**src/rtl/bitop_pkg.sv**
```systemverilog
// Shared constants for the bitwise round-robin scheduler family.
package bitop_pkg;
  localparam logic OP_AND = 1'b1;
  localparam logic OP_OR  = 1'b0;

  localparam int DEF_NREQ  = 4;
  localparam int DEF_WIDTH = 8;
endpackage

```
**src/rtl/rr_arbiter_comb.sv**
```systemverilog
// Combinational round-robin arbiter: the search begins one slot after last_grant and wraps.
module rr_arbiter_comb #(
  parameter int NREQ = 4,
  parameter int IDW  = $clog2(NREQ)
) (
  input  logic [NREQ-1:0] req,
  input  logic [IDW-1:0]  last_grant,
  output logic [NREQ-1:0] gnt_onehot,
  output logic [IDW-1:0]  gnt_idx,
  output logic            any_gnt
);

  int idx;

  // Wrap by subtraction so that non-power-of-2 NREQ never selects a stale index.
  always_comb begin
    gnt_onehot = '0;
    gnt_idx    = '0;
    any_gnt    = 1'b0;
    idx        = 0;
    for (int k = 1; k <= NREQ; k++) begin
      idx = int'(last_grant) + k;
      if (idx >= NREQ) idx = idx - NREQ;
      if (!any_gnt && req[idx]) begin
        any_gnt         = 1'b1;
        gnt_idx         = IDW'(idx);
        gnt_onehot[idx] = 1'b1;
      end
    end
  end

endmodule

```
**src/rtl/bitop_rr_sched.sv**
```systemverilog
// Round-robin sharing of a single AND/OR unit among NREQ requesters, with one output register slot.
module bitop_rr_sched
  import bitop_pkg::*;
#(
  parameter int NREQ  = DEF_NREQ,
  parameter int WIDTH = DEF_WIDTH,
  parameter int IDW   = $clog2(NREQ)
) (
  input  logic                  clk,
  input  logic                  rst,
  input  logic [NREQ-1:0]       req_valid,
  output logic [NREQ-1:0]       req_ready,
  input  logic [NREQ-1:0]       req_op,
  input  logic [NREQ*WIDTH-1:0] req_a,
  input  logic [NREQ*WIDTH-1:0] req_b,
  output logic                  rsp_valid,
  input  logic                  rsp_ready,
  output logic [WIDTH-1:0]      rsp_data,
  output logic [IDW-1:0]        rsp_id,
  output logic                  rsp_op
);

  logic [NREQ-1:0][WIDTH-1:0] a_arr, b_arr;
  logic [NREQ-1:0]            gnt_onehot;
  logic [IDW-1:0]             gnt_idx;
  logic [IDW-1:0]             last_grant;
  logic                       any_gnt;
  logic                       can_issue;
  logic [WIDTH-1:0]           a_w, b_w;
  logic                       op_w;

  assign a_arr = req_a;
  assign b_arr = req_b;

  rr_arbiter_comb #(.NREQ(NREQ), .IDW(IDW)) u_arb (
    .req        (req_valid),
    .last_grant (last_grant),
    .gnt_onehot (gnt_onehot),
    .gnt_idx    (gnt_idx),
    .any_gnt    (any_gnt)
  );

  // The slot may be refilled in the same cycle it is popped, giving full throughput.
  assign can_issue = !rsp_valid || rsp_ready;
  assign req_ready = (can_issue && !rst) ? gnt_onehot : '0;

  assign a_w  = a_arr[gnt_idx];
  assign b_w  = b_arr[gnt_idx];
  assign op_w = req_op[gnt_idx];

  always_ff @(posedge clk) begin
    if (rst) begin
      rsp_valid  <= 1'b0;
      rsp_data   <= '0;
      rsp_id     <= '0;
      rsp_op     <= 1'b0;
      last_grant <= IDW'(NREQ-1);
    end else if (can_issue) begin
      if (any_gnt) begin
        rsp_valid  <= 1'b1;
        rsp_data   <= (op_w == OP_AND) ? (a_w & b_w) : (a_w | b_w);
        rsp_id     <= gnt_idx;
        rsp_op     <= op_w;
        last_grant <= gnt_idx;
      end else begin
        rsp_valid <= 1'b0;
      end
    end
  end

endmodule

```
**config.mk**
```make
export PLATFORM = sky130hd
export DESIGN_NAME = bitop_rr_sched
export DESIGN_NICKNAME = d
export VERILOG_FILES = /design/src/rtl/bitop_pkg.sv /design/src/rtl/rr_arbiter_comb.sv /design/src/rtl/bitop_rr_sched.sv
export SDC_FILE = /design/constraint.sdc
export NUM_CORES = 1
export LEC_CHECK = 0
export ABC_CLOCK_PERIOD_IN_PS = 11900
export BUFFER_PORTS_ARGS = -buffer_cell sky130_fd_sc_hd__buf_2
export CAP_MARGIN = 20
export CELL_PAD_IN_SITES_DETAIL_PLACEMENT = 1
export CELL_PAD_IN_SITES_GLOBAL_PLACEMENT = 1
export CORE_MARGIN = 2
export CORE_UTILIZATION = 36
export CTS_BUF_LIST = sky130_fd_sc_hd__clkbuf_8
export DETAILED_ROUTE_END_ITERATION = 8
export PLACE_DENSITY_LB_ADDON = 0.05
export SYNTH_ARGS = -nofsm -noshare
export SYNTH_HDL_FRONTEND = slang
export SYNTH_HIERARCHICAL = 1
export SYNTH_SLANG_ARGS = --single-unit
```
**constraint.sdc**
```tcl
create_clock -name clk -period 11.9 [get_ports clk]
set_input_delay 0.595 -clock clk [delete_from_list [all_inputs] [get_ports clk]]
set_output_delay 0.595 -clock clk [all_outputs]
set_load 0.005 [all_outputs]
```
==> metrics.cfg, run 1 <==
[cts]
insertion_delay_ns = 0.24
cts-resized-gates = 0
cts.sinks = 14
post_cts_buffers = 0
htree_levels = 1
cts_hold_buffers = 0
clock_path_buffers = 2
cts_tree = done
cts_buffers = 3
root_buffer = clkbuf_8
path_clk_slew_ns = 0.06

[detailed_routing]
drt.antenna.violating_nets = 0
post-route-drc-count = 0
dr.pass1.iters = 2
vias_per_cell = 5.56
drt_iter0_markers = 42
vias = 1711
wl_per_cell_um = 15.7
wl_um = 4840

[setup_path]
crit_path_max_fanout = 24
crit_type = reg -> reg
slowest_stage = dfxtp_1
slowest_delay_ns = 0.89
cp_top_family = simple AND/OR/NAND/NOR gates
end_kind = flop
worst_setup_path_start_kind = flop
cp_cell_sequence = inv_1 > ha_1 > mux4_2 > or2_1 > or4_1 > and3_1 > mux4_2 > o21bai_1 > a311oi_1
cp_num_buf_inv = 1
cp_data_required_time_ns = 12.05
cp.arrival_ns = 4.85
cpMostUsedCell = mux4_2

[logic_synthesis]
yosys-top-cells-area = mux4_2 (19%), dfxtp_1 (17%), mux4_1 (11%), ha_1 (6.0%), nand2_1 (4.5%)
netlist.area_leader.share_pct = 18.8
synth_fp_nets = 257
avgSynthCellArea_um2 = 9.66
yosys.cell_types.count = 37
ys_seq_elements = 14
ys_seq_area_share_pct = 16.7
netlist_area_um2 = 1680
synth_top_cell_by_area = mux4_2
synth_cells = 174
yosys_warnings = 6

[job]
maxCapViolations = 0

[global_route]
grt_use_met1_pct = 25.4
grtUsageTotal_pct = 18.6
overflow = 0
grt.busiest_layer = met2
antenna_found_initial = 0
use_met2_pct = 30.9
use_met3_pct = 3.47
grt_pass1_wl_um = 7700
grt_max_degree = 25
grt_pass1_vias = 1697

[power]
p_leak_uw = 0.00101
power.density_nw_per_um2 = 257
irDropWorstVdd_mv = 0.0849

[floorplan]
core_area_um2 = 4410
initial_core_util_pct = 38.1
dieWidth_um = 72.3
ios = 91
die_y_um = 72.3
die_area_um2 = 5230
fp-row-count = 24

[finish]
syn2layout_area_growth_pct = 30.6
diodes = 0
drive_gt1_share_pct = 44.1
final_nets = 340
fin_area_um2 = 2190
fin_util_pct = 49.7

[place]
port_buffers = 90
placed_area_um2 = 2140
place_ws_ns = 7.14
dp_hpwl_um = 3960
globalplace.congestion = 0.728

[sta]
fin_skew_ns = 0.00259
rsz0062_at_grt = no
timing.hold.ws_ns = 0.451
fin_ws_ns = 7.20
slew_headroom_pct = 42.1
finalCriticalPeriod_ns = 4.70
hold_viol_final = 0
max_freq_ghz = 0.213
setup_viol = 0
tightestPinTransition_ns = 0.868
fin_crit_sh_pct = 39.5
fin_setup_tns_ns = 0
finalMaxSlewViolations = 0

[min_path]
min_path_type = reg -> reg

[outcome]
status = complete, no violations

-- power by group --
group | internal [uW] | switching (uW) | total, uW
clock network | 29.3 | 17.0 | 46.2
registers | 66.6 | 24.7 | 91.3
logic | 215 | 211 | 426
-- cell type report --
cell class / count / area (um^2)
fill: 546 / 2220
timing repair buffer: 92 / 465
multi-input combinational: 143 / 1320
clock buffer: 4 / 55.1
inverter: 3 / 11.3
tap: 52 / 65.1
sequential: 14 / 280
-- Yosys cell counts, drive strengths merged --
library cell and instances:
mux4 21, nand3b 1, o21ai 1, nand2b 8
nand2 20, buf 5, o31a 1, nor2b 6
o21bai 7, clkbuf 9, o2bb2ai 4, or2b 1
and3 1, a21oi 6, dfxtp 14, o21a 2
ha 8, nand4b 1, mux2i 5, nor2 14
inv 3, nand4 2, a211o 1, o22ai 10
o311ai 1, or2 1, and2 5, a311oi 8
mux2 1, a211oi 4, nor3b 2, or4 1
-- final timing paths --
kind	start	end	slack, ns	cells past startpoint
worst max-delay path	last_grant[0]	rsp_data[4]	7.20	9
worst min-delay path	rsp_op	rsp_op	0.45	2
worst max register to register	last_grant[0]	rsp_data[4]	7.20	9
worst min register to register	rsp_op	rsp_op	0.45	2
-- kinds of logic (layout without fill, tap and decap cells) --
family	Yosys count	count (layout)	share of synthesized area [%]
flops	14	14	16.7
mux	27	27	33.4
simple gates	63	63	18.9
fa+ha+maj	8	8	5.96
compound gates	45	45	19.8
buf+inv	17	99	5.29
-- per-layer routing --
metal  vias up  share of wire (%)
met4         0                1.3
li1        848                  -
met1       781                 46
met3         6                6.6
met2        76                 46
met5         -                  0
-- registers in the layout, summed over array words and instances (netlist names) --
register    cells
rsp_data        8
last_grant      2
rsp_id          2
rsp_op          1
rsp_valid       1
-- cell usage in the layout (no fill, tap or decap), drive strengths merged --
master / count
a211o: 1
a211oi: 4
a21oi: 6
a311oi: 8
and2: 5
and3: 1
buf: 92
clkbuf: 4
dfxtp: 14
ha: 8
inv: 3
mux2: 1
mux2i: 5
mux4: 21
nand2: 20
nand2b: 8
nand3b: 1
nand4: 2
nand4b: 1
nor2: 14
nor2b: 6
nor3b: 2
o21a: 2
o21ai: 1
o21bai: 7
o22ai: 10
o2bb2ai: 4
o311ai: 1
o31a: 1
or2: 1
or2b: 1
or4: 1
-- metrics by stage --
| step | instances | total power (uW) |
|---|---|---|
| 2_1_floorplan | 174 | 430 |
| 3_3_place_gp | 304 | 514 |
| 3_5_place_dp | 304 | 524 |
| 4_1_cts | 308 | 573 |
| 5_1_grt | 308 | 619 |
| 6_report | 308 | 563 |
-- worst min-delay path, delay by kind of cell, from the launching register on --
family / cells / cell delay, ns
flip-flops: 1 / 0.30
AO/OA/AOI/OAI: 1 / 0.05
AND/OR/NAND/NOR: 1 / 0.05
Power figures use the tool's default switching activity.
==> inputs of run 2 (changes only) <==
--- a/config.mk
+++ b/config.mk
@@ -5,13 +5,13 @@
 export SDC_FILE = /design/constraint.sdc
 export NUM_CORES = 1
 export LEC_CHECK = 0
-export ABC_CLOCK_PERIOD_IN_PS = 11900
+export ABC_CLOCK_PERIOD_IN_PS = 4700
 export BUFFER_PORTS_ARGS = -buffer_cell sky130_fd_sc_hd__buf_2
 export CAP_MARGIN = 20
 export CELL_PAD_IN_SITES_DETAIL_PLACEMENT = 1
 export CELL_PAD_IN_SITES_GLOBAL_PLACEMENT = 1
 export CORE_MARGIN = 2
-export CORE_UTILIZATION = 36
+export CORE_UTILIZATION = 33
 export CTS_BUF_LIST = sky130_fd_sc_hd__clkbuf_8
 export DETAILED_ROUTE_END_ITERATION = 8
 export PLACE_DENSITY_LB_ADDON = 0.05
==> constraint.sdc (replaced) <==
create_clock -name clk -period 4.7 [get_ports clk]
set_input_delay 0.235 -clock clk [delete_from_list [all_inputs] [get_ports clk]]
set_output_delay 0.235 -clock clk [all_outputs]
set_load 0.005 [all_outputs]
==> metrics.cfg, run 2 (synthesized netlist as in run 1, its figures left out) <==
[outcome]
status = complete, no violations

[floorplan]
initial_core_util_pct = 34.9  ; -3.2 points
core_area_um2 = 4820  ; +9.1%
die_y_um = 75.4  ; +4.2%
die_area_um2 = 5680  ; +8.6%
ios = 91  ; unchanged
dieWidth_um = 75.4  ; +4.2%
fp-row-count = 25  ; +4.2%

[cts]
htree_levels = 1  ; unchanged
clock_path_buffers = 2  ; unchanged
cts_buffers = 3  ; unchanged
root_buffer = clkbuf_8
cts_hold_buffers = 0  ; unchanged
cts_tree = done
insertion_delay_ns = 0.25  ; about the same
path_clk_slew_ns = 0.06  ; about the same
cts-resized-gates = 0  ; unchanged
post_cts_buffers = 0  ; unchanged
cts.sinks = 14  ; unchanged

[finish]
mostFrequentLayoutCells = buf_2 (90), nand2_1 (20), nor2_1 (14), mux4_2 (14), dfxtp_1 (14)
diodes = 0  ; unchanged
top_regs = rsp_data (8), last_grant (2), rsp_id (2)
drive_gt1_share_pct = 45.0  ; +0.86 points
regMostFlops = rsp_data
fin_area_um2 = 2240  ; +2.2%
final_nets = 344  ; +1.2%
largest_reg_flops = 8  ; unchanged
final_common_cell = buf_2
syn2layout_area_growth_pct = 33.5

[detailed_routing]
post-route-drc-count = 0  ; unchanged
drt_iter0_markers = 47  ; +12%
drt.antenna.violating_nets = 0  ; unchanged
dr.pass1.iters = 4  ; +2
vias_per_cell = 5.30  ; -4.6%
vias = 1733  ; +1.3%
wl_per_cell_um = 15.8  ; +0.63%
wl_um = 5170  ; +6.8%

[sta]
rsz0062_at_grt = no
finalCriticalPeriod_ns = 3.79  ; -0.918 ns
setup_viol = 0  ; unchanged
slew_headroom_pct = 56.4  ; +14 points
fin_crit_sh_pct = 80.6  ; +41 points
fin_setup_tns_ns = 0  ; unchanged
hold_viol_final = 0  ; unchanged
max_freq_ghz = 0.264  ; +24%
tightestPinTransition_ns = 0.636  ; -0.232 ns
finalMaxSlewViolations = 0  ; unchanged
fin_skew_ns = 0.00213  ; -0.000463 ns

[setup_path]
crit_type = reg -> reg
crit_path_max_fanout = 10  ; -58%
worst_setup_path_start_kind = flop
end_kind = flop
cp_data_required_time_ns = 4.85  ; -7.20 ns
cp.arrival_ns = 3.93  ; -0.92 ns

[global_route]
antenna_found_initial = 0  ; unchanged
grtUsageTotal_pct = 19.0  ; +0.38 points
grt_pass1_wl_um = 8430  ; +9.5%
grt_max_degree = 24  ; -4.0%
overflow = 0  ; unchanged
grt_pass1_vias = 1815  ; +7.0%

[place]
dp_hpwl_um = 4320  ; +9.1%
port_buffers = 90  ; unchanged
globalplace.congestion = 0.780  ; +7.1%
placed_area_um2 = 2190  ; +2.3%

[power]
power.share.sequential_pct = 12.9  ; -3.3 points
netSwitchingFraction_pct = 44.7  ; -0.12 points
p_int_uw = 813  ; +160%
power.density_nw_per_um2 = 655  ; +160%
comb_power_share_pct = 78.9  ; +3.3 points
p_leak_uw = 0.00103  ; +1.9%
p_clk_share_pct = 8.1  ; about the same
irDropWorstVdd_mv = 0.316  ; +270%
switching_power_uw = 657  ; +160%

[job]
maxCapViolations = 0  ; unchanged

[min_path]
min_path_type = in -> reg

## run 2: cell count changes in the layout (fill, tap and decap cells not counted), sizes merged
cell,delta
buf,+4
## run 2: power by group through the flow
stage / registers (uW) / logic [uW] / clock network (uW)
floorplan: 203 / 886 / 0
global placement: 189 / 1150 / 0
detailed placement: 194 / 1170 / 0
CTS: 191 / 1170 / 124
global route: 195 / 1300 / 130
finish: 190 / 1160 / 119
## run 2: final timing paths
kind	cells after the start	slack, ns	endpoint	start
setup / recovery	9	0.91	rsp_data[1]	last_grant[0]
hold / removal	4	0.29	rsp_valid	rsp_ready
setup reg to reg	9	0.91	rsp_data[1]	last_grant[0]
hold reg to reg	2	0.46	rsp_op	rsp_op
## run 2: worst max-delay path: stages, from the launching register on
cell	delay, ns
dfxtp_1	0.34
inv_1	0.10
ha_1	0.54
mux4_2	0.66
or2_1	0.29
or4_1	0.49
and3_1	0.33
mux4_2	0.46
o21bai_1	0.20
a311oi_1	0.27
## run 2: area by class of cell
class                           instances  area (um^2)
Clock buffer                            4         55.1
Fill cell                             610         2570
Inverter                                3         11.3
Multi-Input combinational cell        143         1320
Sequential cell                        14          280
Tap cell                               67         83.8
Timing Repair Buffer                   96          495
## run 2: routing by layer
| metal | vias to the layer above | wire length, um | GRT usage [%] |
|---|---|---|---|
| li1 | 852 | - | - |
| met1 | 813 | 2370 | 27.3 |
| met2 | 64 | 2490 | 30.9 |
| met3 | 4 | 268 | 3.04 |
| met4 | 0 | 34 | 3.12 |
| met5 | - | 0 | 0 |
## run 2: stage by stage
stage          total power (uW)  hold slack, ns  cells  util (%)  setup slack, ns
2_1_floorplan              1090           0.307    174         -            0.602
3_3_place_gp               1340           0.445    323      45.4             1.05
3_5_place_dp               1360           0.449    323      45.4            0.921
4_1_cts                    1490           0.289    327      46.6            0.897
5_1_grt                    1620           0.328    327      46.6            0.732
6_report                   1470           0.293    327      46.6            0.914
==> inputs of run 3 (changes only) <==
--- a/config.mk
+++ b/config.mk
@@ -5,13 +5,13 @@
 export SDC_FILE = /design/constraint.sdc
 export NUM_CORES = 1
 export LEC_CHECK = 0
-export ABC_CLOCK_PERIOD_IN_PS = 4700
+export ABC_CLOCK_PERIOD_IN_PS = 3200
 export BUFFER_PORTS_ARGS = -buffer_cell sky130_fd_sc_hd__buf_2
 export CAP_MARGIN = 20
 export CELL_PAD_IN_SITES_DETAIL_PLACEMENT = 1
 export CELL_PAD_IN_SITES_GLOBAL_PLACEMENT = 1
 export CORE_MARGIN = 2
-export CORE_UTILIZATION = 33
+export CORE_UTILIZATION = 30
 export CTS_BUF_LIST = sky130_fd_sc_hd__clkbuf_8
 export DETAILED_ROUTE_END_ITERATION = 8
 export PLACE_DENSITY_LB_ADDON = 0.05
==> constraint.sdc (replaced) <==
create_clock -name clk -period 3.2 [get_ports clk]
set_input_delay 0.16 -clock clk [delete_from_list [all_inputs] [get_ports clk]]
set_output_delay 0.16 -clock clk [all_outputs]
set_load 0.005 [all_outputs]
==> metrics.cfg, run 3 (synthesized netlist as in run 1, its figures left out) <==
[outcome]
status = complete, no violations

[detailed_routing]
wl_per_cell_um = 16.4  ; +4.0%
routed-wl-met3_um = 346  ; +29%
drt_iter0_markers = 28  ; -40%
wl_um = 5590  ; +8.1%
post-route-drc-count = 0  ; unchanged
dr.pass1.iters = 4  ; unchanged
drt-met1-wl_um = 2180  ; -8.2%
vias = 1802  ; +4.0%
vias_per_cell = 5.30  ; about the same
topRoutingLayerUsed = met4
drt.antenna.violating_nets = 0  ; unchanged
wl_met2_um = 3020  ; +21%

[finish]
fin_area_um2 = 2370  ; +5.9%
fillers = 680  ; +11%
drive_gt1_share_pct = 48.9  ; +3.9 points
final_common_cell = buf_2
final_nets = 352  ; +2.3%
syn2layout_area_growth_pct = 41.3
fin_util_pct = 43.4  ; -3.2 points
regMostFlops = rsp_data
top_regs = rsp_data (8), last_grant (2), rsp_id (2)
mostFrequentLayoutCells = buf_2 (90), nand2_1 (20), mux4_2 (15)
largest_reg_flops = 8  ; unchanged
diodes = 0  ; unchanged

[floorplan]
initial_core_util_pct = 30.7  ; -4.2 points
dieWidth_um = 78.8  ; +4.6%
ios = 91  ; unchanged
die_area_um2 = 6220  ; +9.4%
die_y_um = 78.8  ; +4.6%
fp-row-count = 27  ; +8.0%
core_area_um2 = 5470  ; +14%

[place]
place_ws_ns = 0.0629  ; -0.858 ns
dp_hpwl_um = 4530  ; +4.9%
globalplace.congestion = 0.729  ; -6.5%
placed_area_um2 = 2280  ; +4.4%
port_buffers = 90  ; unchanged

[global_route]
grt_pass1_vias = 1939  ; +6.8%
grt_pass1_wl_um = 9290  ; +10%
grt_max_degree = 23  ; -4.2%
grtUsageTotal_pct = 18.6  ; -0.45 points
antenna_found_initial = 0  ; unchanged
overflow = 0  ; unchanged

[sta]
fin_setup_tns_ns = 0  ; unchanged
tightestPinTransition_ns = 0.611  ; -0.0244 ns
slew_headroom_pct = 59.1  ; +2.8 points
fin_skew_ns = 0.000536  ; -0.00159 ns
setup_viol = 0  ; unchanged
max_freq_ghz = 0.339  ; +28%
fin_ws_ns = 0.247  ; -0.667 ns
rsz0062_at_grt = no
finalMaxSlewViolations = 0  ; unchanged
finalCriticalPeriod_ns = 2.95  ; -0.833 ns
hold_viol_final = 0  ; unchanged
fin_crit_sh_pct = 92.3  ; +12 points

[setup_path]
cp_cell_sequence = inv_8 > ha_4 > mux4_2 > or2_1 > or4_1 > and3_4 > mux4_2 > o21bai_1 > a311oi_1
r2r_setup_slack_ns = 0.25  ; -0.67 ns
r2r_end = rsp_data[1]
cp_top_family = simple AND/OR/NAND/NOR gates
r2r_cells = 9  ; unchanged
cp_num_buf_inv = 1  ; unchanged
slowest_stage = mux4_2
end_kind = flop
cp.arrival_ns = 3.10  ; -0.83 ns
regToRegStartpoint = last_grant[0]
cpMostUsedCell = mux4_2
slowest_delay_ns = 0.50  ; -0.16 ns
cp_data_required_time_ns = 3.35  ; -1.50 ns
crit_path_max_fanout = 6  ; -4
worst_setup_path_start_kind = flop
crit_type = reg -> reg

[power]
p_leak_uw = 0.00108  ; +4.7%
irDropWorstVdd_mv = 0.549  ; +74%
power.density_nw_per_um2 = 994  ; +52%
power.total_uw = 2360  ; +61%

[cts]
clock_path_buffers = 2  ; unchanged
cts_buffers = 3  ; unchanged
root_buffer = clkbuf_8
htree_levels = 1  ; unchanged
cts_hold_buffers = 0  ; unchanged
path_clk_slew_ns = 0.06  ; about the same
cts_tree = done
insertion_delay_ns = 0.24  ; about the same
cts.sinks = 14  ; unchanged

[job]
maxCapViolations = 0  ; unchanged

[min_path]
hold_path.startpoint = rsp_ready
holdPathEnd = rsp_valid
hold_path_depth = 4  ; unchanged
min_path_type = in -> reg

## run 3: what timing repair did
item                       4_1_cts  5_1_grt
buffers inserted                 0        1
setup endpoints to repair        0        8
resized for setup                0        3
## run 3: metrics by stage
step / instances / hold WS, ns
global route: 340 / 0.288
finish: 340 / 0.240
detailed placement: 334 / 0.463
floorplan: 174 / 0.232
global placement: 334 / 0.452
CTS: 338 / 0.239
## run 3: per-layer routing
layer	GRT usage, %	vias up
met2	36.9	61
met3	3.64	4
li1	-	872
met1	20.3	865
met4	3.62	0
met5	0	-
## run 3: how the worst max path moves through the flow
stage | start | endpoint | slack [ns] | cells after the start
after global placement | last_grant[0] | rsp_data[2] | 0.13 | 9
final | last_grant[0] | rsp_data[1] | 0.25 | 9
after CTS | last_grant[0] | rsp_data[1] | 0.04 | 9
after global routing | last_grant[0] | rsp_data[1] | 0.04 | 11
after detailed placement | last_grant[0] | rsp_data[1] | 0.06 | 9
after floorplan | last_grant[0] | rsp_data[4] | -0.31 | 13
## run 3: report_power, final
group	internal, uW	switching [uW]	leakage [uW]	total (uW)
Combinational	982	912	0.000936	1890
Clock	109	63.0	0.0000288	172
Sequential	252	42.2	0.000117	294
## run 3: cell type report
cell class,instances,area (um^2),area share (%)
clock buffers,4,55.1,2.32
inverters,3,18.8,0.790
multi-input cells,144,1370,57.5
flip-flops and latches,14,285,12.0
well taps,72,90.1,3.79
repair buffers,103,561,23.6
## run 3: worst min-delay path, delay by kind of cell
family	cells	cell delay, ns
and+or+nand+nor	3	0.21
buffers and inverters	1	0.08
